**src/rtl/rv32i_wbck_if.sv**
```systemverilog
// Write-back bus: ALU and LSU result streams in, register-file write port out.
// With RV32I_WBCK_SCOREBOARD_EN it also carries the load-issue / pending-vector signals.
interface rv32i_wbck_if #(
    parameter int WORD_WTH    = 32,
    parameter int REG_INX_WTH = 5
);
    logic                   alu_wbck_valid;
    logic                   alu_wbck_ready;
    logic                   alu_wbck_wen;
    logic [REG_INX_WTH-1:0] alu_wbck_idx;
    logic [WORD_WTH-1:0]    alu_wbck_dat;
    logic                   lsu_wbck_valid;
    logic                   lsu_wbck_ready;
    logic [REG_INX_WTH-1:0] lsu_wbck_idx;
    logic [WORD_WTH-1:0]    lsu_wbck_dat;
    logic                   wbck_dest_wen;
    logic [REG_INX_WTH-1:0] wbck_dest_idx;
    logic [WORD_WTH-1:0]    wbck_dest_dat;
    logic                   lbuf_empty;

`ifdef RV32I_WBCK_SCOREBOARD_EN
    logic                        lsu_issue_valid;
    logic [REG_INX_WTH-1:0]      lsu_issue_idx;
    logic [2**REG_INX_WTH-1:0]   lsu_pend_vec;

    modport master (
        output alu_wbck_valid, alu_wbck_wen, alu_wbck_idx, alu_wbck_dat,
        output lsu_wbck_valid, lsu_wbck_idx, lsu_wbck_dat,
        output lsu_issue_valid, lsu_issue_idx,
        input  alu_wbck_ready, lsu_wbck_ready,
        input  wbck_dest_wen, wbck_dest_idx, wbck_dest_dat, lbuf_empty,
        input  lsu_pend_vec
    );
    modport slave (
        input  alu_wbck_valid, alu_wbck_wen, alu_wbck_idx, alu_wbck_dat,
        input  lsu_wbck_valid, lsu_wbck_idx, lsu_wbck_dat,
        input  lsu_issue_valid, lsu_issue_idx,
        output alu_wbck_ready, lsu_wbck_ready,
        output wbck_dest_wen, wbck_dest_idx, wbck_dest_dat, lbuf_empty,
        output lsu_pend_vec
    );
`else
    modport master (
        output alu_wbck_valid, alu_wbck_wen, alu_wbck_idx, alu_wbck_dat,
        output lsu_wbck_valid, lsu_wbck_idx, lsu_wbck_dat,
        input  alu_wbck_ready, lsu_wbck_ready,
        input  wbck_dest_wen, wbck_dest_idx, wbck_dest_dat, lbuf_empty
    );
    modport slave (
        input  alu_wbck_valid, alu_wbck_wen, alu_wbck_idx, alu_wbck_dat,
        input  lsu_wbck_valid, lsu_wbck_idx, lsu_wbck_dat,
        output alu_wbck_ready, lsu_wbck_ready,
        output wbck_dest_wen, wbck_dest_idx, wbck_dest_dat, lbuf_empty
    );
`endif
endinterface

```
**src/rtl/rv32i_wbck.sv**
```systemverilog
// Write-back arbiter: merges ALU results and FIFO-buffered load results onto one register-file port.
// Optional RV32I_WBCK_SCOREBOARD_EN adds a registered per-register pending-load vector.
module rv32i_wbck #(
    parameter int WORD_WTH    = 32,
    parameter int REG_INX_WTH = 5,
    parameter int LBUF_DEPTH  = 2
) (
    input  logic         clk,
    input  logic         rst,
    rv32i_wbck_if.slave  wb
);
    localparam int PTR_W = $clog2(LBUF_DEPTH);

    typedef struct packed {
        logic [REG_INX_WTH-1:0] idx;
        logic [WORD_WTH-1:0]    dat;
    } wb_ent_t;

    wb_ent_t                lbuf_mem [LBUF_DEPTH];
    logic [PTR_W:0]         wptr;
    logic [PTR_W:0]         rptr;
    logic                   lbuf_full;
    logic                   lbuf_emp;
    logic                   push;
    logic                   pop;
    logic                   sel_lsu;
    logic                   sel_alu;
    logic                   sel_wen;
    wb_ent_t                lbuf_head;
    wb_ent_t                sel_ent;
    logic                   dest_wen;
    logic [REG_INX_WTH-1:0] dest_idx;
    logic [WORD_WTH-1:0]    dest_dat;

    // Extra MSB on each pointer separates full (wrap bits differ) from empty.
    assign lbuf_emp  = (wptr == rptr);
    assign lbuf_full = (wptr[PTR_W] != rptr[PTR_W]) &&
                       (wptr[PTR_W-1:0] == rptr[PTR_W-1:0]);
    assign lbuf_head = lbuf_mem[rptr[PTR_W-1:0]];

    assign push    = wb.lsu_wbck_valid & ~lbuf_full;
    assign sel_lsu = ~lbuf_emp & (lbuf_full | ~wb.alu_wbck_valid);
    assign sel_alu = wb.alu_wbck_valid & ~sel_lsu;
    assign pop     = sel_lsu;

    assign wb.alu_wbck_ready = ~sel_lsu;
    assign wb.lsu_wbck_ready = ~lbuf_full;
    assign wb.lbuf_empty     = lbuf_emp;
    assign wb.wbck_dest_wen  = dest_wen;
    assign wb.wbck_dest_idx  = dest_idx;
    assign wb.wbck_dest_dat  = dest_dat;

    always_ff @(posedge clk) begin
        if (push) begin
            lbuf_mem[wptr[PTR_W-1:0]] <= '{idx: wb.lsu_wbck_idx, dat: wb.lsu_wbck_dat};
        end
    end

    always_ff @(posedge clk or posedge rst) begin
        if (rst) begin
            wptr <= '0;
            rptr <= '0;
        end else begin
            if (push) wptr <= wptr + 1'b1;
            if (pop)  rptr <= rptr + 1'b1;
        end
    end

    always_comb begin
        sel_ent = lbuf_head;
        sel_wen = sel_lsu;
        if (sel_alu) begin
            sel_ent = '{idx: wb.alu_wbck_idx, dat: wb.alu_wbck_dat};
            sel_wen = wb.alu_wbck_wen;
        end
    end

    // x0 entries are still consumed; only the write strobe is suppressed.
    always_ff @(posedge clk or posedge rst) begin
        if (rst) begin
            dest_wen <= 1'b0;
            dest_idx <= '0;
            dest_dat <= '0;
        end else begin
            dest_wen <= sel_wen & (sel_ent.idx != '0);
            if (sel_alu | sel_lsu) begin
                dest_idx <= sel_ent.idx;
                dest_dat <= sel_ent.dat;
            end
        end
    end

`ifdef RV32I_WBCK_SCOREBOARD_EN
    localparam int NUM_REGS = 2**REG_INX_WTH;

    logic [NUM_REGS-1:0] pend_vec;
    logic [NUM_REGS-1:0] pend_nxt;

    // A new issue to the same rd as the retiring load must stay pending, so set is applied last.
    always_comb begin
        pend_nxt = pend_vec;
        if (pop) pend_nxt[lbuf_head.idx] = 1'b0;
        if (wb.lsu_issue_valid && (wb.lsu_issue_idx != '0)) pend_nxt[wb.lsu_issue_idx] = 1'b1;
    end

    always_ff @(posedge clk or posedge rst) begin
        if (rst) pend_vec <= '0;
        else     pend_vec <= pend_nxt;
    end

    assign wb.lsu_pend_vec = pend_vec;
`endif

endmodule

```
**src/flat_wrapper.sv**
```systemverilog
// flat-port wrapper written by rule: the top's interface ports become plain ports
module rv32i_wbck_flat 
#(
    parameter int WORD_WTH    = 32,
    parameter int REG_INX_WTH = 5,
    parameter int LBUF_DEPTH  = 2
)
  (clk, rst, wb_alu_wbck_valid, wb_alu_wbck_wen, wb_alu_wbck_idx, wb_alu_wbck_dat, wb_lsu_wbck_valid, wb_lsu_wbck_idx, wb_lsu_wbck_dat, wb_alu_wbck_ready, wb_lsu_wbck_ready, wb_wbck_dest_wen, wb_wbck_dest_idx, wb_wbck_dest_dat, wb_lbuf_empty);
  rv32i_wbck_if #(.WORD_WTH(WORD_WTH), .REG_INX_WTH(REG_INX_WTH)) wb_i ();
  input  logic clk;
  input  logic rst;
  input wire logic [$bits(wb_i.alu_wbck_valid)-1:0] wb_alu_wbck_valid;
  input wire logic [$bits(wb_i.alu_wbck_wen)-1:0] wb_alu_wbck_wen;
  input wire logic [$bits(wb_i.alu_wbck_idx)-1:0] wb_alu_wbck_idx;
  input wire logic [$bits(wb_i.alu_wbck_dat)-1:0] wb_alu_wbck_dat;
  input wire logic [$bits(wb_i.lsu_wbck_valid)-1:0] wb_lsu_wbck_valid;
  input wire logic [$bits(wb_i.lsu_wbck_idx)-1:0] wb_lsu_wbck_idx;
  input wire logic [$bits(wb_i.lsu_wbck_dat)-1:0] wb_lsu_wbck_dat;
  output wire logic [$bits(wb_i.alu_wbck_ready)-1:0] wb_alu_wbck_ready;
  output wire logic [$bits(wb_i.lsu_wbck_ready)-1:0] wb_lsu_wbck_ready;
  output wire logic [$bits(wb_i.wbck_dest_wen)-1:0] wb_wbck_dest_wen;
  output wire logic [$bits(wb_i.wbck_dest_idx)-1:0] wb_wbck_dest_idx;
  output wire logic [$bits(wb_i.wbck_dest_dat)-1:0] wb_wbck_dest_dat;
  output wire logic [$bits(wb_i.lbuf_empty)-1:0] wb_lbuf_empty;
  assign wb_i.alu_wbck_valid = wb_alu_wbck_valid;
  assign wb_i.alu_wbck_wen = wb_alu_wbck_wen;
  assign wb_i.alu_wbck_idx = wb_alu_wbck_idx;
  assign wb_i.alu_wbck_dat = wb_alu_wbck_dat;
  assign wb_i.lsu_wbck_valid = wb_lsu_wbck_valid;
  assign wb_i.lsu_wbck_idx = wb_lsu_wbck_idx;
  assign wb_i.lsu_wbck_dat = wb_lsu_wbck_dat;
  assign wb_alu_wbck_ready = wb_i.alu_wbck_ready;
  assign wb_lsu_wbck_ready = wb_i.lsu_wbck_ready;
  assign wb_wbck_dest_wen = wb_i.wbck_dest_wen;
  assign wb_wbck_dest_idx = wb_i.wbck_dest_idx;
  assign wb_wbck_dest_dat = wb_i.wbck_dest_dat;
  assign wb_lbuf_empty = wb_i.lbuf_empty;
  rv32i_wbck #(.WORD_WTH(WORD_WTH), .REG_INX_WTH(REG_INX_WTH), .LBUF_DEPTH(LBUF_DEPTH)) u_core (.clk(clk), .rst(rst), .wb(wb_i));
endmodule
```
**config.mk**
```make
export PLATFORM = sky130hd
export DESIGN_NAME = rv32i_wbck_flat
export DESIGN_NICKNAME = d
export VERILOG_FILES = /design/src/rtl/rv32i_wbck_if.sv /design/src/rtl/rv32i_wbck.sv /design/src/flat_wrapper.sv
export SDC_FILE = /design/constraint.sdc
export NUM_CORES = 1
export LEC_CHECK = 0
export BUFFER_PORTS_ARGS = -buffer_cell sky130_fd_sc_hd__buf_4
export CAP_MARGIN = 20
export CORE_MARGIN = 3
export CORE_UTILIZATION = 45
export CTS_CLUSTER_DIAMETER = 200
export DETAILED_ROUTE_END_ITERATION = 8
export GPL_TIMING_DRIVEN = 1
export PLACE_DENSITY = 0.69
export SETUP_SLACK_MARGIN = 0.05
export SYNTH_ARGS = -nofsm -noshare
export SYNTH_HDL_FRONTEND = slang
export SYNTH_SLANG_ARGS = --single-unit
```
**constraint.sdc**
```tcl
create_clock -name clk -period 3.3 [get_ports clk]
set_input_delay 0.33 -clock clk [delete_from_list [all_inputs] [get_ports clk]]
set_output_delay 0.33 -clock clk [all_outputs]
set_load 0.02 [all_outputs]
```
# Word-level counts from Yosys, hierarchy flattened
# Memories as Yosys holds them, arrays and structs flattened.
# Cells that the tools add are included.
dict set report classes {
  n_addsub 2
  n_eq_ne 3
  muxes 4
  n_bitwise 10
  n_reduce_logical 2
}
# op n
set ops {}
lappend ops {{$mux W37} 1}
lappend ops {{$reduce_bool A5 Y1} 1}
lappend ops {{$add A2 B1 Y2 const B} 2}
lappend ops {{$and A1 B1 Y1} 4}
lappend ops {{$not A1 Y1} 4}
lappend ops {{$mux W1} 3}
lappend ops {{$eq A2 B2 Y1} 1}
lappend ops {{$or A1 B1 Y1} 2}
lappend ops {{$eq A1 B1 Y1} 1}
lappend ops {{$logic_and A1 B1 Y1} 1}
lappend ops {{$ne A1 B1 Y1} 1}
dict set report word_totals {
  regBits 42
  ramBits 74
  input_bits 79
  out_inout_bits 41
  elab_cells 27
  memories 1
}
# memory words width rd rd_clocked_by_memory_dff write_ports line_no
set memory_table {}
lappend memory_table {u_core.lbuf_mem 2 37 1 0 1 rv32i_wbck.sv:19} ;# wb_ent_t lbuf_mem [LBUF_DEPTH];

# Logic depth before layout (Yosys ltp)
# Gate-level depths: netlist of run 1.
dict set report logic_depth {
  depth_word 9
  ltp_mapped 7
  mapped_depth_nobuf 4
}

# Worst setup path after synthesis of run 1
# No wires, ideal clock.
dict set report synth_timing {
  kind {reg2reg}
  startpoint {register u_core.wptr[0]}
  endpoint {memory u_core.lbuf_mem[0][0] in the netlist's numbering, enable pin}
  setup_time_ns 0.431
  arrival_time_ns 2.700
  t_required_ns 2.869
  slack_ns 0.169
  path_stages_with_launch 6
  path_buffers 1
  period_less_slack_ns 3.131
  path_cell_list {dfrtp_1 -> buf_6 -> xor2_4 -> nand2b_1 -> nand2_1 -> nor2_1}
}
dict set report synth_between {
  elab_chain_cells 6
}
# item line_no
set synth_lines {}
lappend synth_lines {{start, declared} rv32i_wbck.sv:20} ;# logic [PTR_W:0] wptr;
lappend synth_lines {{start signal, assigned} rv32i_wbck.sv:64} ;# if (push) wptr <= wptr + 1'b1;
lappend synth_lines {{$eq A1 B1 Y1} rv32i_wbck.sv:38} ;# (wptr[PTR_W-1:0] == rptr[PTR_W-1:0]);
lappend synth_lines {{$logic_and A1 B1 Y1} rv32i_wbck.sv:37} ;# assign lbuf_full = (wptr[PTR_W] != rptr[PTR_W]) &&
lappend synth_lines {{$not A1 Y1} --}
lappend synth_lines {{via wb_lsu_wbck_ready} flat_wrapper.sv:20} ;# output wire logic [$bits(wb_i.lsu_wbck_ready)-1:0] wb_lsu_wbck_ready;
lappend synth_lines {{$and A1 B1 Y1} rv32i_wbck.sv:41} ;# assign push = wb.lsu_wbck_valid & ~lbuf_full;
lappend synth_lines {{$mux W1} rv32i_wbck.sv:54} ;# if (push) begin
lappend synth_lines {{$mux W1 (implied by the code)} rv32i_wbck.sv:55} ;# lbuf_mem[wptr[PTR_W-1:0]] <= '{idx: wb.lsu_wbck_idx, dat: wb.lsu_wbck_dat};
lappend synth_lines {{end, declared} rv32i_wbck.sv:19}
# The timed path passes the listed nets, and every way through them passes these cells.

# Worst setup path in the final report of run 1
dict set report layout_timing {
  startpoint {register u_core.wptr[0]}
  endpoint {memory u_core.lbuf_mem[1][14] in the netlist's numbering, enable pin}
}
dict set report layout_between {
  elab_chain_cells 6
}
# item line_no
set layout_lines {}
lappend layout_lines {{$eq A1 B1 Y1} rv32i_wbck.sv:38}
lappend layout_lines {{$logic_and A1 B1 Y1} rv32i_wbck.sv:37}
lappend layout_lines {{$not A1 Y1} rv32i_wbck.sv:41}
lappend layout_lines {{$and A1 B1 Y1} rv32i_wbck.sv:41}
lappend layout_lines {{$mux W1} rv32i_wbck.sv:54}
lappend layout_lines {{$mux W1 (implied by the code)} rv32i_wbck.sv:55}
# Parallel ways exist; a longest one is shown, timed or not.

==> results_tabular.tex, run 1 <==
\begin{tabular}{lr}
\hline
Metric & Value \\
\hline
\multicolumn{2}{l}{\textbf{Synth}} \\
\quad Cells after Synth & between 300 and 400 \\
\quad Avg Inst Size Synth & 15.4 sq um \\
\quad Synth cell types & 30 \\
\quad Share of synthesized area occupied by flip-flops and latches & 69.2\% \\
\quad Flip-flop and latch count after synthesis & about 120 \\
\quad Post-Synthesis Net Count & a little under 400 \\
\quad Count of synthesis-stage warnings from yosys & 0 \\
\quad Post-Syn Area & between 4000 and 5000 sq um \\
\multicolumn{2}{l}{\textbf{Critical path}} \\
\quad Internal reg-to-reg setup slack & a little over 1 ns \\
\quad Startpoint of the lowest-slack register-to-register path & u\_core.wptr[0]\$\_DFFE\_PP0N\_ \\
\quad Max incr delay on CP & 0.81 ns \\
\quad Worst-path cell chain & xor2\_4, nand2b\_1, and3\_2 \\
\quad Critical path required time & 3.42 ns \\
\quad CP Launch Point & u\_core.wptr[0]\$\_DFFE\_PP0N\_ \\
\quad Startpoint class of the critical path & register \\
\quad Top delay family on crit path & simple AND/OR/NAND/NOR gates \\
\quad Worst Path Arrival & roughly 2.4 ns \\
\quad CP Capture Type & register \\
\quad Reg2Reg Depth & 3 \\
\quad Critical path peak fanout & 38 \\
\quad Critical path buffer and inverter count & 0 \\
\quad Worst setup path class & reg2reg \\
\quad Reg2Reg Capture Point & u\_core.lbuf\_mem[1][14]\$\_DFFE\_PP\_ \\
\quad Critical path's slowest cell & sky130\_fd\_sc\_hd\_\_and3\_2 \\
\multicolumn{2}{l}{\textbf{Floorplan}} \\
\quad Effective utilization at floorplan & a little under half \\
\quad Total die area & between 10000 and 15000 sq um \\
\quad Placement Rows & 36 \\
\quad Top-level port count & 120 \\
\quad Standard cell core area & 10000 sq um \\
\quad Die W & 109 microns \\
\quad Die boundary height & approximately 110 microns \\
\multicolumn{2}{l}{\textbf{Detailed routing}} \\
\quad Drt initial violations & 130 \\
\quad Wire length after detailed routing & around 10 mm \\
\quad Via count normalized by instance count & approximately 4.9 \\
\quad Number of design rule violations left after detail routing & 0 \\
\quad Number of iterations in the first detailed-routing pass & 4 \\
\quad Routed via count & $\sim$3000 \\
\quad Remaining number of nets flagged by the antenna check after routing & 0 \\
\quad Final routed wire length divided by cell count & $\sim$16 microns \\
\multicolumn{2}{l}{\textbf{Timing}} \\
\quad Total negative slack for setup checks & 0 ns \\
\quad Final number of max-transition violations & 0 \\
\quad Number of setup violations in the final report & 0 \\
\quad Worst-case headroom to the max-slew limit & between 30\% and 40\% \\
\quad Tightest Pin Transition & between 0.9 and 1 ns \\
\quad Maximum achievable frequency & $\sim$440 MHz \\
\quad Worst clock skew on the final layout & roughly 0.019 ns \\
\quad Post-route fraction of the period consumed by the critical path & about two thirds \\
\quad Fin Hold WS & around 0.060 ns \\
\quad Final-report hold violation count & 0 \\
\quad Unrepaired setup endpoints after global routing & false \\
\quad Minimum period implied by the final worst setup slack & 2.26 ns \\
\multicolumn{2}{l}{\textbf{Placement}} \\
\quad DP Area & $\sim$5700 sq um \\
\quad Half-perimeter wire length after placement & roughly 6.5 mm \\
\quad Count of buffers from port buffering & 119 \\
\quad Final GP Congestion & 0.741 \\
\multicolumn{2}{l}{\textbf{Power}} \\
\quad Power, Total & roughly 0.0069 W \\
\quad Pwr per Cell Area & a little over 1000 nW/um\^{}2 \\
\quad Worst vdd rail ir drop & 537 uV \\
\quad Leakage power summed over all cells & about 2.8 nW \\
\multicolumn{2}{l}{\textbf{CTS}} \\
\quad Cell chosen for the clock root & sky130\_fd\_sc\_hd\_\_clkbuf\_8 \\
\quad TritonCTS Sinks & about 120 \\
\quad Max Buffers Root-to-Sink & 2 \\
\quad Number of setup buffers added after CTS & 0 \\
\quad Clock latency on the worst-skew pair & between 0.5 and 0.6 ns \\
\quad Depth of the CTS H-tree & 4 \\
\quad Clock transition at the register clock pins on the worst setup and hold paths after CTS & approximately 0.05 ns \\
\quad TritonCTS buffer count & 17 \\
\quad Number of hold buffers added after CTS & 36 \\
\quad Clock tree from TritonCTS & built \\
\quad Number of gates resized after cts & 0 \\
\multicolumn{2}{l}{\textbf{Layout}} \\
\quad Number of nets in the layout & around 550 \\
\quad Layout cell share with drive strength beyond 1 & 40.8\% \\
\quad Most common cell after layout, fill and taps aside & sky130\_fd\_sc\_hd\_\_buf\_4 \\
\quad Cell area after layout & between 6000 and 7000 sq um \\
\quad Diode count & 0 \\
\quad Top library cells by usage in the layout, fill and taps aside & sky130\_fd\_sc\_hd\_\_buf\_4, sky130\_fd\_sc\_hd\_\_edfxtp\_1, sky130\_fd\_sc\_hd\_\_dfrtp\_1 \\
\quad Area growth syn-to-layout & 42.0\% \\
\multicolumn{2}{l}{\textbf{Worst hold path}} \\
\quad Class of the most critical hold timing path & in2async \\
\multicolumn{2}{l}{\textbf{Run status}} \\
\quad Run status & finished clean \\
\multicolumn{2}{l}{\textbf{Global route}} \\
\quad Global routing usage summed across all routing layers & $\sim$18\% \\
\quad Global-route congestion overflow total & 0 \\
\quad Largest net degree at the start of global routing & 43 \\
\quad First-pass GRT wire length & approximately 16 mm \\
\quad Number of global-route vias before repair & about 3200 \\
\quad Initial antenna violation count & 0 \\
\multicolumn{2}{l}{\textbf{Run}} \\
\quad Count of maximum capacitance violations & 0 \\
\hline
\end{tabular}
synth_stat cells:
master,instances,area [sq um]
sky130_fd_sc_hd__mux2_2,37,417
sky130_fd_sc_hd__a21o_1,1,7.51
sky130_fd_sc_hd__and3_1,1,6.26
sky130_fd_sc_hd__clkbuf_1,3,11.3
sky130_fd_sc_hd__a22oi_1,1,7.51
sky130_fd_sc_hd__dfrtp_1,42,1050
sky130_fd_sc_hd__o21ai_0,9,45.0
sky130_fd_sc_hd__o21ai_2,1,8.76
sky130_fd_sc_hd__buf_4,2,15.0
sky130_fd_sc_hd__edfxtp_1,74,2220
sky130_fd_sc_hd__xor2_1,2,17.5
sky130_fd_sc_hd__nor2_1,2,7.51
sky130_fd_sc_hd__nor3_1,1,5.00
sky130_fd_sc_hd__nor3b_1,1,7.51
sky130_fd_sc_hd__mux2i_1,40,400
sky130_fd_sc_hd__xor2_4,1,27.5
sky130_fd_sc_hd__or4_1,1,7.51
sky130_fd_sc_hd__nand2_1,38,143
sky130_fd_sc_hd__buf_12,2,40.0
sky130_fd_sc_hd__o211ai_1,1,7.51
sky130_fd_sc_hd__buf_2,7,35.0
sky130_fd_sc_hd__nor3_4,1,16.3
sky130_fd_sc_hd__clkbuf_2,1,5.00
sky130_fd_sc_hd__xnor2_1,3,26.3
sky130_fd_sc_hd__buf_6,2,22.5
sky130_fd_sc_hd__o21ai_1,27,135
sky130_fd_sc_hd__o31ai_1,1,7.51
sky130_fd_sc_hd__a22o_1,1,8.76
sky130_fd_sc_hd__inv_1,4,15.0
sky130_fd_sc_hd__nand2b_1,1,6.26
state kept, by name, summed over array words and instances (netlist names):
register                 cells
u_core.wptr                  2
u_core.wb.wbck_dest_dat     32
u_core.rptr                  2
u_core.lbuf_mem             74
u_core.wb.wbck_dest_wen      1
u_core.wb.wbck_dest_idx      5
per-stage QoR:
stage	setup slack, ns	util [%]	std cells
4_1_cts	0.976	67.1	617
6_report	1.04	67.2	618
3_5_place_dp	0.985	57.3	549
5_1_grt	0.837	67.2	618
2_1_floorplan	0.169	-	308
3_3_place_gp	1.06	57.3	549
how the worst max path moves through the flow:
stage | end | depth (start not counted)
2_1_floorplan | u_core.lbuf_mem[0][0]$_DFFE_PP_ | 5
3_5_place_dp | u_core.lbuf_mem[1][5]$_DFFE_PP_ | 3
4_1_cts | u_core.lbuf_mem[1][33]$_DFFE_PP_ | 3
3_3_place_gp | u_core.lbuf_mem[1][1]$_DFFE_PP_ | 3
5_1_grt | u_core.lbuf_mem[1][33]$_DFFE_PP_ | 3
6_report | u_core.lbuf_mem[1][14]$_DFFE_PP_ | 3
cell type report:
| cell class | instances | area (sq um) |
|---|---|---|
| fill | 739 | 3280 |
| timing repair buffer | 162 | 1310 |
| multi-input combinational | 171 | 1330 |
| sequential | 116 | 3270 |
| inverter | 4 | 15.0 |
| clock buffer | 23 | 477 |
| tap | 133 | 166 |
| clock inverter | 9 | 149 |
routing by layer:
layer | wire, microns | share of wire [%] | GRT usage, % | up-vias
met4 | 170 | 1.7 | 8.39 | 0
met5 | 0 | 0 | 0 | -
li1 | - | - | - | 1457
met1 | 4190 | 41 | 20.9 | 1480
met3 | 442 | 4.4 | 4.36 | 15
met2 | 5330 | 53 | 31.4 | 87
power by group:
group	internal [W]	switching, W
logic	0.00115	0.00146
registers	0.00217	0.000237
clock network	0.00130	0.000599
total	0.00462	0.00229
cells by family (layout without fill, tap and decap cells):
group	Yosys count	after routing	share of synthesized area, %
DFF	116	116	69.2
muxes	77	77	17.3
and+or+nand+nor	46	46	4.20
AOI/OAI and AO/OA	42	42	4.81
buffers and inverters	21	198	3.04
xor gates and xnor gates	6	6	1.51
No activity file was read; power rests on OpenSTA's default activity.
==> run 2, diff against run 1 <==
--- a/config.mk
+++ b/config.mk
@@ -5,6 +5,7 @@
 export SDC_FILE = /design/constraint.sdc
 export NUM_CORES = 1
 export LEC_CHECK = 0
+export ABC_AREA = 1
 export BUFFER_PORTS_ARGS = -buffer_cell sky130_fd_sc_hd__buf_4
 export CAP_MARGIN = 20
 export CORE_MARGIN = 3
@@ -12,7 +13,7 @@
 export CTS_CLUSTER_DIAMETER = 200
 export DETAILED_ROUTE_END_ITERATION = 8
 export GPL_TIMING_DRIVEN = 1
-export PLACE_DENSITY = 0.69
+export PLACE_DENSITY = 0.72
 export SETUP_SLACK_MARGIN = 0.05
 export SYNTH_ARGS = -nofsm -noshare
 export SYNTH_HDL_FRONTEND = slang
==> constraint.sdc (replaced) <==
create_clock -name clk -period 1.89 [get_ports clk]
set_input_delay 0.189 -clock clk [delete_from_list [all_inputs] [get_ports clk]]
set_output_delay 0.189 -clock clk [all_outputs]
set_load 0.02 [all_outputs]
==> run 2 against run 1 <==
  * The flow now finishes with violations (negative hold slack)
  * Critical endpoint is now wb_alu_wbck_ready
  * Global-route usage up 4.2 points
  * Utilization increased by 5.2 points
  * Setup slack lost 0.94 ns
  * Routed wire length up 20%
  * Power up 76%
  * Critical path type is now reg2out
  * First-iteration DRC count increased by 47%
  * Clock skew down 0.011 ns
  * Non-clock buffer count rose by 52
==> results_tabular.tex, run 2 <==
\begin{tabular}{lr}
\hline
Metric & Value \\
\hline
\multicolumn{2}{l}{\textbf{Run status}} \\
\quad Run status & finished, violations left \\
\quad Failing checks & negative hold slack \\
\multicolumn{2}{l}{\textbf{Critical path}} \\
\quad Worst-path cell chain & nand2\_2, nand2\_4, o21ai\_4, clkinv\_8, buf\_4 \\
\quad Startpoint class of the critical path & register \\
\quad Worst Path Arrival & 1.60 ns (-0.78 ns) \\
\quad Critical path peak fanout & 3 (-92\%) \\
\quad Internal reg-to-reg setup slack & 0.17 ns (-0.87 ns) \\
\quad Max incr delay on CP & 0.42 ns (-0.39 ns) \\
\quad Critical path buffer and inverter count & 2 (+2) \\
\quad CP Capture Type & output pin \\
\quad Startpoint of the lowest-slack register-to-register path & u\_core.rptr[0]\$\_DFFE\_PP0P\_ \\
\quad Critical path's slowest cell & sky130\_fd\_sc\_hd\_\_dfrtp\_2 \\
\quad Reg2Reg Depth & 9 (+6) \\
\quad Reg2Reg Capture Point & u\_core.wb.wbck\_dest\_wen\$\_DFF\_PP0\_ \\
\quad Worst setup path class & reg2out \\
\quad Top delay family on crit path & flip-flops \\
\quad Critical path required time & 1.70 ns (-1.72 ns) \\
\multicolumn{2}{l}{\textbf{Layout}} \\
\quad Area growth syn-to-layout & 53.3\% \\
\quad Post-layout util & 72.4\% (+5.2 points) \\
\quad Diode count & 0 (unchanged) \\
\quad Flip-flop count of the largest register after layout & 74 (unchanged) \\
\quad Final Non-Filler Cells & 725 (+17\%) \\
\quad Number of nets in the layout & 658 (+19\%) \\
\quad Layout cell share with drive strength beyond 1 & 42.6\% (+1.7 points) \\
\quad Top library cells by usage in the layout, fill and taps aside & sky130\_fd\_sc\_hd\_\_buf\_4, sky130\_fd\_sc\_hd\_\_edfxtp\_1, sky130\_fd\_sc\_hd\_\_dlygate4sd3\_1 \\
\quad Most common cell after layout, fill and taps aside & sky130\_fd\_sc\_hd\_\_buf\_4 \\
\multicolumn{2}{l}{\textbf{Synth}} \\
\quad Most area-consuming cells after synthesis & sky130\_fd\_sc\_hd\_\_edfxtp\_1, sky130\_fd\_sc\_hd\_\_dfrtp\_1, sky130\_fd\_sc\_hd\_\_or2\_2 \\
\quad Flip-flop and latch count after synthesis & 116 (unchanged) \\
\quad Proportion of synthesized flip-flops having asynchronous set or reset & 36.2\% (unchanged) \\
\quad Share of synthesized area occupied by flip-flops and latches & 69.2\% (+0.073 points) \\
\quad Yosys top cell area share & 47.0\% (+0.050 points) \\
\quad Number of flops mapped to enable cells by yosys & 74 (unchanged) \\
\quad Post-Synthesis Net Count & 444 (+15\%) \\
\quad Largest family of logic cells by synthesized area & compound AO/OA/AOI/OAI gates \\
\quad Avg Inst Size Synth & 13.0 sq um (-16\%) \\
\quad Most frequent cell after synthesis & sky130\_fd\_sc\_hd\_\_edfxtp\_1 \\
\quad Cells after Synth & 365 (+19\%) \\
\quad Mux share of post-synthesis cell area & 0.212\% (-17 points) \\
\quad Library cell with the largest summed area after synthesis & sky130\_fd\_sc\_hd\_\_edfxtp\_1 \\
\quad Post-Syn Area & 4730 sq um (-0.11\%) \\
\quad Count of synthesis-stage warnings from yosys & 0 (unchanged) \\
\quad Dominant synthesized flop cell & sky130\_fd\_sc\_hd\_\_edfxtp\_1 \\
\quad Share of the synthesized netlist area taken by xor and xnor gates & 0.556\% (-0.95 points) \\
\quad Post-Synth Adder-Cell Area & 0\% (unchanged) \\
\quad Simple-gate portion of the synthesized area & 11.0\% (+6.8 points) \\
\quad Commonest cells in the netlist & sky130\_fd\_sc\_hd\_\_edfxtp\_1, sky130\_fd\_sc\_hd\_\_dfrtp\_1, sky130\_fd\_sc\_hd\_\_o21ai\_0 \\
\quad Area fraction in compound gates after synthesis & 15.6\% (+11 points) \\
\quad Synth cell types & 28 (-6.7\%) \\
\multicolumn{2}{l}{\textbf{Timing}} \\
\quad Worst-case headroom to the max-slew limit & 74.0\% (+40 points) \\
\quad Maximum achievable frequency & 560 MHz \\
\quad Fin Hold WS & -0.00393 ns (-0.0635 ns) \\
\quad Worst clock skew on the final layout & 0.00835 ns (-0.0105 ns) \\
\quad Final number of max-transition violations & 0 (unchanged) \\
\quad Final-report hold violation count & 1 (+1) \\
\quad Number of setup violations in the final report & 0 (unchanged) \\
\quad Total negative slack for setup checks & 0 ns (unchanged) \\
\quad Post-route fraction of the period consumed by the critical path & a little over nine tenths \\
\quad Unrepaired setup endpoints after global routing & false \\
\quad Tightest Pin Transition & 0.390 ns (-0.594 ns) \\
\quad Minimum period implied by the final worst setup slack & around 1.8 ns \\
\multicolumn{2}{l}{\textbf{Global route}} \\
\quad First-pass GRT wire length & 19.3 mm (+23\%) \\
\quad Global routing usage summed across all routing layers & 22.3\% (+4.2 points) \\
\quad Number of global-route vias before repair & 3869 (+20\%) \\
\quad Initial antenna violation count & 0 (unchanged) \\
\quad Global-route congestion overflow total & 0 (unchanged) \\
\quad Largest net degree at the start of global routing & 37 (-14\%) \\
\multicolumn{2}{l}{\textbf{Power}} \\
\quad Worst vdd rail ir drop & 943 uV (+75\%) \\
\quad Leakage power summed over all cells & 2.94 nW (+3.9\%) \\
\quad Pwr per Cell Area & 1680 nW/um\^{}2 (+63\%) \\
\multicolumn{2}{l}{\textbf{Worst hold path}} \\
\quad Worst min-delay path endpoint & u\_core.wb.wbck\_dest\_dat[28]\$\_DFFE\_PP0P\_ \\
\quad Class of the most critical hold timing path & in2reg \\
\quad Min-Delay Startpoint & wb\_alu\_wbck\_dat[28] \\
\quad Cell count of the worst hold path & 3 \\
\multicolumn{2}{l}{\textbf{CTS}} \\
\quad TritonCTS buffer count & 17 (unchanged) \\
\quad Depth of the CTS H-tree & 4 (unchanged) \\
\quad Clock transition at the register clock pins on the worst setup and hold paths after CTS & 0.05 ns (about the same) \\
\quad Clock tree from TritonCTS & built \\
\quad Max Buffers Root-to-Sink & 2 (unchanged) \\
\quad Cell chosen for the clock root & sky130\_fd\_sc\_hd\_\_clkbuf\_8 \\
\quad Clock latency on the worst-skew pair & 0.51 ns (about the same) \\
\quad TritonCTS Sinks & 116 (unchanged) \\
\multicolumn{2}{l}{\textbf{Detailed routing}} \\
\quad Via count normalized by instance count & 5.06 (+2.9\%) \\
\quad Final routed wire length divided by cell count & 16.8 microns (+2.7\%) \\
\quad Number of iterations in the first detailed-routing pass & 4 (unchanged) \\
\quad Wire length after detailed routing & 12.2 mm (+20\%) \\
\quad Routed via count & 3669 (+21\%) \\
\quad Drt initial violations & 191 (+47\%) \\
\quad Number of design rule violations left after detail routing & 0 (unchanged) \\
\quad Remaining number of nets flagged by the antenna check after routing & 0 (unchanged) \\
\multicolumn{2}{l}{\textbf{Floorplan}} \\
\quad Total die area & 11800 sq um (-0.10\%) \\
\quad Effective utilization at floorplan & 47.3\% (-0.050 points) \\
\quad Die boundary height & 108 microns (about the same) \\
\quad Top-level port count & 120 (unchanged) \\
\quad Standard cell core area & 10000 sq um (unchanged) \\
\quad Die W & 108 microns (about the same) \\
\quad Placement Rows & 36 (unchanged) \\
\multicolumn{2}{l}{\textbf{Run}} \\
\quad Count of maximum capacitance violations & 0 (unchanged) \\
\multicolumn{2}{l}{\textbf{Placement}} \\
\quad Count of buffers from port buffering & 119 (unchanged) \\
\quad Number of placed cells counting well taps & 609 (+11\%) \\
\quad Half-perimeter wire length after placement & 7.16 mm (+10\%) \\
\quad Final GP Congestion & 0.775 (+4.5\%) \\
\hline
\end{tabular}
==> run 2: cell count changes in the layout (fill, tap and decap cells not counted), sizes merged, moves of 4 or more <==
| cell | delta |
|---|---|
| mux2i | -39 |
| clkinv | +4 |
| nand2 | -12 |
| a21oi | +34 |
| o21ai | +7 |
| o211ai | +31 |
| nor2 | +35 |
| inv | +7 |
| buf | +17 |
| dlygate4sd3 | +35 |
| or2 | +36 |
| mux2 | -37 |
==> run 2: metal layers <==
| metal | share of wire, % | vias up | global-route usage [%] |
|---|---|---|---|
| met1 | 39 | 1780 | 25.7 |
| met2 | 54 | 133 | 38.2 |
| met5 | 0 | - | 0 |
| li1 | - | 1734 | - |
| met3 | 5.4 | 22 | 5.85 |
| met4 | 2.4 | 0 | 11.2 |
==> run 2: kinds of logic (layout without fill, tap and decap cells) <==
family,Yosys count,after routing
simple gates,103,103
buf+inv,32,259
xor+xnor,3,3
compound gates,110,110
mux,1,1
flops,116,116
==> run 2: timing repair <==
action	in CTS	in global routing
endpoints found under the setup margin	1	2
buffers inserted	5	6
pin swaps	2	3
hold buffers	72	0
gates cloned	1	0
endpoints found under the hold margin	149	0
gates resized for setup	5	2
==> run 2: layout make-up <==
| type | instances | area (sq um) |
|---|---|---|
| Clock buffer | 23 | 487 |
| Clock inverter | 9 | 100 |
| Sequential cell | 116 | 3280 |
| Multi-Input combinational cell | 217 | 1320 |
| Fill cell | 672 | 2760 |
| Inverter | 12 | 57.6 |
| Tap cell | 133 | 166 |
| Timing Repair Buffer | 214 | 1830 |
| Timing Repair inverter | 1 | 8.76 |
==> run 2: worst max path at each step <==
| stage | startpoint | end | slack (ns) | cells past startpoint |
|---|---|---|---|---|
| after floorplan | u_core.wptr[0]$_DFFE_PP0N_ | u_core.lbuf_mem[1][0]$_DFFE_PP_ | 0.05 | 6 |
| after CTS | u_core.rptr[0]$_DFFE_PP0P_ | wb_alu_wbck_ready | 0.05 | 7 |
| final | u_core.rptr[0]$_DFFE_PP0P_ | wb_alu_wbck_ready | 0.10 | 5 |
| after global placement | u_core.wptr[0]$_DFFE_PP0N_ | wb_alu_wbck_ready | 0.15 | 7 |
| after detailed placement | u_core.wptr[0]$_DFFE_PP0N_ | wb_alu_wbck_ready | 0.06 | 7 |
| after global routing | u_core.rptr[0]$_DFFE_PP0P_ | wb_alu_wbck_ready | 0.04 | 5 |
==> run 2: tightest hold or removal path, delay by kind of cell <==
kind	cells	cell delay [ns]
AO/OA/AOI/OAI	2	0.20
buffers and inverters	1	0.07
==> run 2: stage by stage <==
stage                     total power, W  instance area, sq um  worst slack, ns
after floorplan                  0.00698                  4750           0.0482
after global placement           0.00846                  5820            0.151
after detailed placement         0.00860                  5820           0.0602
after CTS                         0.0121                  7200           0.0534
after global routing              0.0129                  7240           0.0357
final                             0.0121                  7240            0.105
==> run 2: report_power, final <==
| group | internal (W) | switching [W] | total, W |
|---|---|---|---|
| Combinational | 0.00208 | 0.00290 | 0.00498 |
| Sequential | 0.00369 | 0.000374 | 0.00406 |
| Clock | 0.00204 | 0.00107 | 0.00311 |
==> run 3, diff against run 2 <==
--- a/config.mk
+++ b/config.mk
@@ -13,7 +13,7 @@
 export CTS_CLUSTER_DIAMETER = 200
 export DETAILED_ROUTE_END_ITERATION = 8
 export GPL_TIMING_DRIVEN = 1
-export PLACE_DENSITY = 0.72
+export PLACE_DENSITY = 0.69
 export SETUP_SLACK_MARGIN = 0.05
 export SYNTH_ARGS = -nofsm -noshare
 export SYNTH_HDL_FRONTEND = slang
==> constraint.sdc (replaced) <==
create_clock -name clk -period 1.7 [get_ports clk]
set_input_delay 0.17 -clock clk [delete_from_list [all_inputs] [get_ports clk]]
set_output_delay 0.17 -clock clk [all_outputs]
set_load 0.02 [all_outputs]
==> run 3 against run 2 <==
  * The run ends with negative hold slack, negative setup slack left
  * Clock skew is 0.0010 ns lower
  * Sequential power up 12%
  * Worst hold slack got worse by 0.024 ns
  * Utilization is 4.8 points higher
  * Global-route usage down 0.44 points
  * Power increased by 22%
==> results_tabular.tex, run 3 (same netlist as run 2, synthesis figures left out) <==
\begin{tabular}{lr}
\hline
Metric & Value \\
\hline
\multicolumn{2}{l}{\textbf{Placement}} \\
\quad DP Area & 5890 sq um (+1.2\%) \\
\quad Count of buffers from port buffering & 119 (unchanged) \\
\quad Final GP Congestion & 0.787 (+1.6\%) \\
\quad Number of placed cells counting well taps & 613 (+0.66\%) \\
\quad Half-perimeter wire length after placement & 7.25 mm (+1.3\%) \\
\multicolumn{2}{l}{\textbf{Layout}} \\
\quad Diode count & 0 (unchanged) \\
\quad Flip-flop count of the largest register after layout & 74 (unchanged) \\
\quad Most common cell after layout, fill and taps aside & sky130\_fd\_sc\_hd\_\_buf\_4 \\
\quad Number of nets in the layout & 680 (+3.3\%) \\
\quad Layout cell share with drive strength beyond 1 & 46.4\% (+3.8 points) \\
\quad Top library cells by usage in the layout, fill and taps aside & sky130\_fd\_sc\_hd\_\_buf\_4, sky130\_fd\_sc\_hd\_\_edfxtp\_1, sky130\_fd\_sc\_hd\_\_dlygate4sd3\_1 \\
\quad Area growth syn-to-layout & 63.4\% \\
\quad Cell area after layout & 7720 sq um (+6.6\%) \\
\quad Final Non-Filler Cells & 747 (+3.0\%) \\
\multicolumn{2}{l}{\textbf{Timing}} \\
\quad Post-route fraction of the period consumed by the critical path & 107\% \\
\quad Worst-case headroom to the max-slew limit & 77.0\% (+3.0 points) \\
\quad Unrepaired setup endpoints after global routing & true \\
\quad Worst clock skew on the final layout & 0.00731 ns (-0.00104 ns) \\
\quad Final-report hold violation count & 1 (unchanged) \\
\quad Final number of max-transition violations & 0 (unchanged) \\
\quad Fin Hold WS & -0.0276 ns (-0.0237 ns) \\
\quad Minimum period implied by the final worst setup slack & between 1.5 and 2 ns \\
\quad PnR worst setup slack & -0.121 ns (-0.225 ns) \\
\quad Number of setup violations in the final report & 27 (+27) \\
\quad Tightest Pin Transition & 0.345 ns (-0.0444 ns) \\
\quad Maximum achievable frequency & roughly 550 MHz \\
\multicolumn{2}{l}{\textbf{Global route}} \\
\quad Largest net degree at the start of global routing & 43 (+16\%) \\
\quad Number of global-route vias before repair & 3892 (+0.59\%) \\
\quad Global routing usage summed across all routing layers & 21.8\% (-0.44 points) \\
\quad First-pass GRT wire length & 19.3 mm (unchanged) \\
\quad Global-route congestion overflow total & 0 (unchanged) \\
\quad Initial antenna violation count & 0 (unchanged) \\
\multicolumn{2}{l}{\textbf{Detailed routing}} \\
\quad Remaining number of nets flagged by the antenna check after routing & 0 (unchanged) \\
\quad Final routed wire length divided by cell count & 18.0 microns (+6.6\%) \\
\quad Number of iterations in the first detailed-routing pass & 7 (+3) \\
\quad Wire length after detailed routing & 13.4 mm (+9.9\%) \\
\quad Number of design rule violations left after detail routing & 0 (unchanged) \\
\quad Routed via count & 3853 (+5.0\%) \\
\quad Via count normalized by instance count & 5.16 (+1.9\%) \\
\quad Drt initial violations & 227 (+19\%) \\
\multicolumn{2}{l}{\textbf{CTS}} \\
\quad Clock tree from TritonCTS & built \\
\quad Depth of the CTS H-tree & 4 (unchanged) \\
\quad TritonCTS Sinks & 116 (unchanged) \\
\quad Clock transition at the register clock pins on the worst setup and hold paths after CTS & 0.06 ns (about the same) \\
\quad TritonCTS buffer count & 17 (unchanged) \\
\quad Clock latency on the worst-skew pair & 0.50 ns (about the same) \\
\quad Max Buffers Root-to-Sink & 2 (unchanged) \\
\quad Cell chosen for the clock root & sky130\_fd\_sc\_hd\_\_clkbuf\_8 \\
\multicolumn{2}{l}{\textbf{Floorplan}} \\
\quad Total die area & 11800 sq um (unchanged) \\
\quad Effective utilization at floorplan & 47.3\% (unchanged) \\
\quad Placement Rows & 36 (unchanged) \\
\quad Die boundary height & 108 microns (unchanged) \\
\quad Top-level port count & 120 (unchanged) \\
\quad Die W & 108 microns (unchanged) \\
\quad Standard cell core area & 10000 sq um (unchanged) \\
\multicolumn{2}{l}{\textbf{Critical path}} \\
\quad Top delay family on crit path & flip-flops \\
\quad Internal reg-to-reg setup slack & -0.05 ns (-0.22 ns) \\
\quad Critical path buffer and inverter count & 4 (+2) \\
\quad Worst setup path class & reg2out \\
\quad Worst-path cell chain & inv\_2, nand2\_2, nand2\_4, nand2\_8, o21ai\_4, clkinv\_2, buf\_8, buf\_6 \\
\quad Critical path peak fanout & 4 (+1) \\
\quad Reg2Reg Capture Point & u\_core.wb.wbck\_dest\_dat[27]\$\_DFFE\_PP0P\_ \\
\quad Reg2Reg Depth & 11 (+2) \\
\quad Startpoint of the lowest-slack register-to-register path & u\_core.rptr[0]\$\_DFFE\_PP0P\_ \\
\quad Max incr delay on CP & 0.43 ns (about the same) \\
\quad Worst Path Arrival & 1.65 ns (+0.05 ns) \\
\quad Critical path's slowest cell & sky130\_fd\_sc\_hd\_\_dfrtp\_2 \\
\quad CP Capture Type & output pin \\
\quad Startpoint class of the critical path & register \\
\quad Critical path required time & 1.53 ns (-0.17 ns) \\
\multicolumn{2}{l}{\textbf{Worst hold path}} \\
\quad Cell count of the worst hold path & 3 (unchanged) \\
\quad Min-Delay Startpoint & wb\_alu\_wbck\_idx[4] \\
\quad Class of the most critical hold timing path & in2reg \\
\quad Worst min-delay path endpoint & u\_core.wb.wbck\_dest\_idx[4]\$\_DFFE\_PP0P\_ \\
\multicolumn{2}{l}{\textbf{Power}} \\
\quad Worst vdd rail ir drop & 974 uV (+3.3\%) \\
\quad Leakage power summed over all cells & 3.12 nW (+6.1\%) \\
\quad Pwr per Cell Area & 1910 nW/um\^{}2 (+14\%) \\
\multicolumn{2}{l}{\textbf{Run status}} \\
\quad Failing checks & negative hold slack, negative setup slack \\
\quad Run status & finished, violations left \\
\multicolumn{2}{l}{\textbf{Run}} \\
\quad Count of maximum capacitance violations & 0 (unchanged) \\
\hline
\end{tabular}
run 3: cell count changes in the layout (fill, tap and decap cells not counted), sizes merged:
| cell | change |
|---|---|
| inv | +3 |
| clkinvlp | +1 |
| nand2 | +1 |
| bufinv | +1 |
| clkbuf | -1 |
| buf | +17 |
run 3: report_power, final:
part | switching [W] | internal (W)
Clock | 0.00128 | 0.00224
Combinational | 0.00360 | 0.00313
Sequential | 0.000439 | 0.00410
run 3: worst max path at each step:
| stage | from | endpoint | cells after the start |
|---|---|---|---|
| floorplan | u_core.wptr[0]$_DFFE_PP0N_ | u_core.lbuf_mem[1][0]$_DFFE_PP_ | 6 |
| CTS | u_core.wptr[0]$_DFFE_PP0N_ | wb_alu_wbck_ready | 8 |
| detailed placement | u_core.rptr[0]$_DFFE_PP0P_ | u_core.lbuf_mem[0][22]$_DFFE_PP_ | 6 |
| global placement | u_core.rptr[0]$_DFFE_PP0P_ | u_core.lbuf_mem[1][30]$_DFFE_PP_ | 6 |
| global route | u_core.wptr[1]$_DFFE_PP0N_ | wb_alu_wbck_ready | 8 |
| finish | u_core.rptr[0]$_DFFE_PP0P_ | wb_alu_wbck_ready | 8 |
run 3: final cells by class:
type | instances | area, sq um
Timing Repair Buffer | 236 | 2200
Clock buffer | 17 | 414
Multi-Input combinational cell | 218 | 1450
Fill cell | 602 | 2270
Clock inverter | 15 | 179
Inverter | 12 | 46.3
Sequential cell | 116 | 3280
Tap cell | 133 | 166
run 3: stage by stage:
stage / setup slack [ns] / hold WS, ns / utilization (%) / TNS [ns] / power (W)
floorplan: -0.142 / 0.269 / - / -8.61 / 0.00776
global placement: 0.192 / 0.232 / 58.9 / 0 / 0.00957
detailed placement: 0.156 / 0.236 / 58.9 / 0 / 0.00971
CTS: -0.151 / 0.00422 / 72.8 / -0.226 / 0.0137
global route: -0.213 / 0.00359 / 77.3 / -6.75 / 0.0155
finish: -0.121 / -0.0276 / 77.3 / -0.616 / 0.0148
run 3: routing by layer:
layer  global-route usage (%)  part of all wire [%]  up-vias
met5                        0                     0        -
li1                         -                     -     1781
met4                     9.02                   2.1        0
met3                     4.60                   5.3       27
met2                     38.3                    54      144
met1                     26.0                    39     1901
run 3: worst reg2reg max path, stage by stage, from the launching register on:
cell                       delay (ns)
sky130_fd_sc_hd__dfrtp_2         0.43
sky130_fd_sc_hd__inv_2           0.08
sky130_fd_sc_hd__nand2_2         0.06
sky130_fd_sc_hd__nand2_4         0.10
sky130_fd_sc_hd__nand2_8         0.06
sky130_fd_sc_hd__buf_4           0.14
sky130_fd_sc_hd__buf_12          0.13
sky130_fd_sc_hd__buf_8           0.12
sky130_fd_sc_hd__nand2_8         0.08
sky130_fd_sc_hd__buf_12          0.14
sky130_fd_sc_hd__o211ai_1        0.12
sky130_fd_sc_hd__a21oi_1         0.19
run 3: timing repair:
| action | CTS | global route |
|---|---|---|
| gates resized for setup | 7 | 38 |
| hold buffers | 72 | 0 |
| endpoints found under the setup margin | 3 | 110 |
| gates cloned | 0 | 7 |
| pin swaps | 3 | 43 |
| setup buffers | 8 | 15 |
| endpoints found under the hold margin | 150 | 0 |
